<file path="config.mk">
export PLATFORM = sky130hd
export DESIGN_NAME = param_counter
export DESIGN_NICKNAME = d
export VERILOG_FILES = /design/src/rtl/param_counter.sv
export SDC_FILE = /design/constraint.sdc
export NUM_CORES = 1
export LEC_CHECK = 0
export CELL_PAD_IN_SITES_DETAIL_PLACEMENT = 2
export CELL_PAD_IN_SITES_GLOBAL_PLACEMENT = 2
export CORE_ASPECT_RATIO = 0.8
export CORE_MARGIN = 2
export CORE_UTILIZATION = 27
export DETAILED_ROUTE_END_ITERATION = 10
export PLACE_DENSITY = 0.88
export SYNTH_ARGS = -nofsm -noshare
export SYNTH_HDL_FRONTEND = slang
export SYNTH_SLANG_ARGS = --single-unit
export TNS_END_PERCENT = 30
</file>
<file path="constraint.sdc">
create_clock -name clk -period 2.3 [get_ports clk]
set_input_delay 0.23 -clock clk [delete_from_list [all_inputs] [get_ports clk]]
set_output_delay 0.23 -clock clk [all_outputs]
set_load 0.02 [all_outputs]
</file>
<file path="src/rtl/param_counter.sv">
// Up/down counter with programmable step, wrap or saturate boundaries,
// enable prescaler, one-cycle boundary pulse and a sticky boundary flag.
module param_counter #(
  parameter int unsigned     WIDTH    = 8,
  parameter longint unsigned MAX_VAL  = (64'd1 << WIDTH) - 64'd1,
  parameter int unsigned     STEP_W   = 4,
  parameter bit              SATURATE = 1'b0,
  parameter int unsigned     PRESCALE = 1
) (
  input  logic              clk,
  input  logic              reset,
  input  logic [WIDTH-1:0]  in,
  input  logic              sel_in,
  input  logic              enable,
  input  logic              down,
  input  logic [STEP_W-1:0] step,
  input  logic              clr_flag,
  output logic [WIDTH-1:0]  out,
  output logic              ovf,
  output logic              ovf_sticky,
  output logic              zero
);

  // Extended width holds out+step and out+modulus without truncation.
  localparam int unsigned     EW       = WIDTH + STEP_W + 1;
  localparam int unsigned     PSC_W    = (PRESCALE > 1) ? $clog2(PRESCALE) : 1;
  localparam logic [EW-1:0]   MAX_E    = EW'(MAX_VAL);
  localparam logic [EW-1:0]   MOD_E    = EW'(MAX_VAL + 64'd1);
  localparam logic [WIDTH-1:0] MAX_W   = WIDTH'(MAX_VAL);
  localparam logic [PSC_W-1:0] PSC_LAST = PSC_W'(PRESCALE - 1);

  logic [PSC_W-1:0] psc;
  logic             tick;
  logic             boundary;
  logic             event_hit;
  logic [EW-1:0]    out_e;
  logic [EW-1:0]    step_e;
  logic [EW-1:0]    sum_e;
  logic [EW-1:0]    nxt_e;

  assign tick      = enable && (psc == PSC_LAST);
  assign event_hit = !sel_in && tick && boundary;
  assign zero      = (out == '0);

  // NOTE: every always_comb output gets a default first so no path leaves it
  // unassigned, which would otherwise infer a latch.
  always_comb begin
    out_e    = EW'(out);
    step_e   = EW'(step);
    sum_e    = out_e + step_e;
    nxt_e    = out_e;
    boundary = 1'b0;
    if (!down) begin
      if (sum_e <= MAX_E) begin
        nxt_e = sum_e;
      end else begin
        boundary = 1'b1;
        nxt_e    = SATURATE ? MAX_E : (sum_e % MOD_E);
      end
    end else begin
      if (step_e <= out_e) begin
        nxt_e = out_e - step_e;
      end else begin
        boundary = 1'b1;
        nxt_e    = SATURATE ? '0 : ((out_e + MOD_E - (step_e % MOD_E)) % MOD_E);
      end
    end
  end

  // NOTE: sequential state uses non-blocking assignments so every register
  // samples pre-edge values regardless of statement order.
  always_ff @(posedge clk or posedge reset) begin
    if (reset) begin
      out        <= '0;
      psc        <= '0;
      ovf        <= 1'b0;
      ovf_sticky <= 1'b0;
    end else begin
      ovf <= 1'b0;
      if (sel_in) begin
        out <= (in > MAX_W) ? MAX_W : in;
        psc <= '0;
      end else if (enable) begin
        psc <= tick ? '0 : psc + PSC_W'(1);
        if (tick) begin
          out <= nxt_e[WIDTH-1:0];
          ovf <= boundary;
        end
      end
      // A boundary event on the same edge as clr_flag wins.
      if (event_hit) begin
        ovf_sticky <= 1'b1;
      end else if (clr_flag) begin
        ovf_sticky <= 1'b0;
      end
    end
  end

endmodule

</file>
==> impl_results.md <==
- CTS tree: built
- # diodes: 0
- Worst setup SP type: register
- Share of power burned in registers: 0.324
- Net switching power: ~300 µW
- Routed WL: 3.89 mm
- Crit-path max FO: 9
- Synth Cell Area: 1000 µm²
- Worst reg2reg path startpoint: out[0]
- Initial DRT Pass Iterations: 4
- Period minus WS final: between 2 and 2.5 ns
- Clock transition at the registers of the reported paths: around 0.060 ns
- Vert. Die Dim: roughly 58 µm
- Nets@finish: ~180
- Synth Area in Compound Gates: 0.239
- Worst Setup Slack, final: approximately 0.096 ns
- DR vias/cell: 5.40
- Fin. Hold Viols: 0
- R2R cell count: 8
- Final Max Slew Viols: 0
- DRC errors left: 0
- Warnings from Yosys: 0
- Overall Global Routing Usage: 0.202
- Post-synthesis cell type count: 39
- Setup Skew: between 0.003 and 0.004 ns
- Postcts setup bufs: 0
- Clock power share: 0.258
- Placed cells: between 150 and 200
- Worst hold path class: in -> async
- Initial core utilization: 0.286
- Leak: slightly above 0.6 nW
- Layout cells sized above 1: 0.112
- P_int: between 400 and 500 µW
- Worst-margin pin slew: 0.481 ns
- Clock Path Buffers: 2
- Power Density: ~550 nW/µm²
- Clk Tree Root Cell: clkbuf_8
- Crit path DAT: slightly below 2 ns
- I/O Pins: 29
- Average wire per standard cell: approximately 20 µm
- Switching fraction of total power: 0.391
- Flop and latch count out of synthesis: 11
- Die W: ~70 µm
- RSZ-0062 raised after global routing: no
- Total grt overflow: 0
- Crit end category: output port
- CP Cell Sequence: nor4_4 > and4_1 > clkdlybuf4s50_1
- Simple-gate portion of the synthesized area: 0.252
- CP Class: reg -> out
- TritonCTS Buffers: 3
- Buffer and inverter count on the worst path: 1
- ANT nets after route: 0
- WP data required: 2.07 ns
- Slowest Stage Delay on Critical Path: 0.62 ns
- CP Depth: 3
- Mean post-synth cell area: between 8 and 9 µm²
- H-tree depth: 1
- Largest net degree at the start of global routing: 12
- Tot Pwr: 785 µW
- CP startpoint: out[4]
- Synthesized net count: around 150
- Worst slew margin: 0.676
- Comb pwr share: 0.418
- Reg2reg setup slack: between 0.15 and 0.2 ns
- Antenna violations before repair: 0
- Slowest cell on the critical path: clkdlybuf4s50_1
- Mux cell area share after synthesis: 0.0100
- Global-route wire length before repair: around 6.3 mm
- Maximum vdd drop: roughly 0.00028 V
- Row count: 19
- Drt initial violations: 31
- Post-Place Setup Slack: -0.153 ns
- Port-buffer cells: 28
- Synthesized-area fraction occupied by adder cells: 0.140
- Status: finished clean
- Via count: 1047
- Clk sinks: 11
- Hold_ws: roughly 0.3 ns
- Hold-fix buffers at CTS: 0
- Layout area overhead: 41.8%
- Vias in the first global route: approximately 1.2k
- Fillers: 401
- Finished Layout Cells: just under 200
- Core Region: about 3500 µm²
- Main combinational cell family by area after synthesis: simple AND/OR/NAND/NOR gates
- Sequential share of the synthesized area: 0.275
- DP Wirelength: about 3.0 mm
- Final Cycle Share: 0.958
- Die area: roughly 4200 µm²
- Post-Synth XOR/XNOR Area: 0.00876
- Max-Cap Viols: 0
- Final setup viols: 0
- Post-Syn Instances: between 100 and 150
- GPL Wtd Cong: around 0.94
- Worst skew pair latency: about 0.25 ns
- Delay-heaviest family, CP: buffers and inverters
- Fmax: 0.454 GHz
## registers in the layout (all words and copies together) (netlist names)
signal / count
psc: 1
ovf: 1
out: 8
ovf_sticky: 1
## synthesized netlist by cell type
cell / instances / share of area
and4_1: 1 / 0.0088
clkbuf_1: 2 / 0.0075
nor4_1: 2 / 0.013
and2b_2: 1 / 0.0088
nand2_1: 11 / 0.041
nand2b_1: 4 / 0.025
o21ai_1: 1 / 0.0050
mux2i_1: 1 / 0.010
o21ai_0: 9 / 0.045
o31a_1: 1 / 0.0088
fa_1: 2 / 0.040
nor2_1: 7 / 0.026
and2b_1: 1 / 0.0075
ha_1: 8 / 0.10
a221oi_1: 1 / 0.0088
nor3b_1: 1 / 0.0075
a21oi_4: 1 / 0.016
or3b_1: 1 / 0.0088
or3_1: 1 / 0.0063
a21o_1: 1 / 0.0075
and2b_4: 1 / 0.010
a21boi_0: 1 / 0.0075
o211ai_1: 1 / 0.0075
dfrtp_1: 11 / 0.28
a31oi_1: 1 / 0.0063
xnor2_1: 1 / 0.0088
inv_1: 15 / 0.056
a211oi_1: 4 / 0.030
nor4b_4: 1 / 0.024
o21ai_2: 1 / 0.0088
o2111ai_1: 3 / 0.026
nor2b_1: 3 / 0.019
buf_6: 1 / 0.011
o311ai_0: 2 / 0.018
and3_1: 4 / 0.025
nand4_1: 1 / 0.0063
nor3_1: 3 / 0.015
a41oi_1: 1 / 0.0088
a21oi_1: 7 / 0.035
## through the flow
step	instance area (µm²)	setup TNS, ns	util
6_report	1420	0	0.406
4_1_cts	1400	0	0.401
5_1_grt	1420	0	0.406
3_5_place_dp	1340	-0.274	0.385
3_3_place_gp	1340	-0.107	0.385
2_1_floorplan	1000	0	-
## power groups by stage
stage | Sequential (mW) | Combinational, mW | Clock (mW)
after floorplan | 0.263 | 0.157 | 0
after global routing | 0.257 | 0.362 | 0.217
after global placement | 0.245 | 0.298 | 0
final | 0.254 | 0.328 | 0.203
after CTS | 0.250 | 0.327 | 0.211
after detailed placement | 0.249 | 0.315 | 0
## kinds of logic (layout without fill, tap and decap cells)
| group | after synthesis | after routing |
|---|---|---|
| AOI/OAI and AO/OA | 35 | 35 |
| adders and majority gates | 10 | 10 |
| buffers and inverters | 18 | 51 |
| xor gates and xnor gates | 1 | 1 |
| DFF | 11 | 11 |
| and+or+nand+nor | 43 | 43 |
| muxes | 1 | 1 |
## layout by cell type (no fill, tap or decap), drive strengths merged, types with 4 or more instances in the layout
cell           instances
ha                     8
a211oi                 4
clkdlybuf4s50         28
buf                    4
nand2b                 4
a21oi                  8
dfrtp                 11
nor2                   7
and3                   4
inv                   15
nand2                 11
o21ai                 11
## per-layer routing
layer / track usage / vias up / routed length [µm]
li1: - / 489 / -
met1: 0.253 / 529 / 1800
met2: 0.361 / 23 / 1890
met3: 0.0377 / 6 / 140
met4: 0.0512 / 0 / 61
met5: 0 / - / 0
## timing repair
action	4_1_cts	5_1_grt
pin swaps	0	1
setup endpoints to repair	2	3
gates resized for setup	2	4
cloned	0	0
hold endpoints to repair	0	0
## path summary, 6_finish.rpt
kind	endpoint
max	zero
min	out[3]
max reg2reg	out[4]
min reg2reg	ovf_sticky
max in group asynchronous	out[1]
min in group clk	ovf_sticky
## area by class of cell
type	instances	area, µm²	area share
Clock buffer	3	41.3	0.0291
Inverter	15	56.3	0.0397
Timing Repair Buffer	32	310	0.219
Tap cell	42	52.6	0.0371
Clock inverter	1	5.00	0.00353
Multi-Input combinational cell	90	676	0.477
Sequential cell	11	277	0.195
Note: power is estimated with default switching activity, not from simulation.
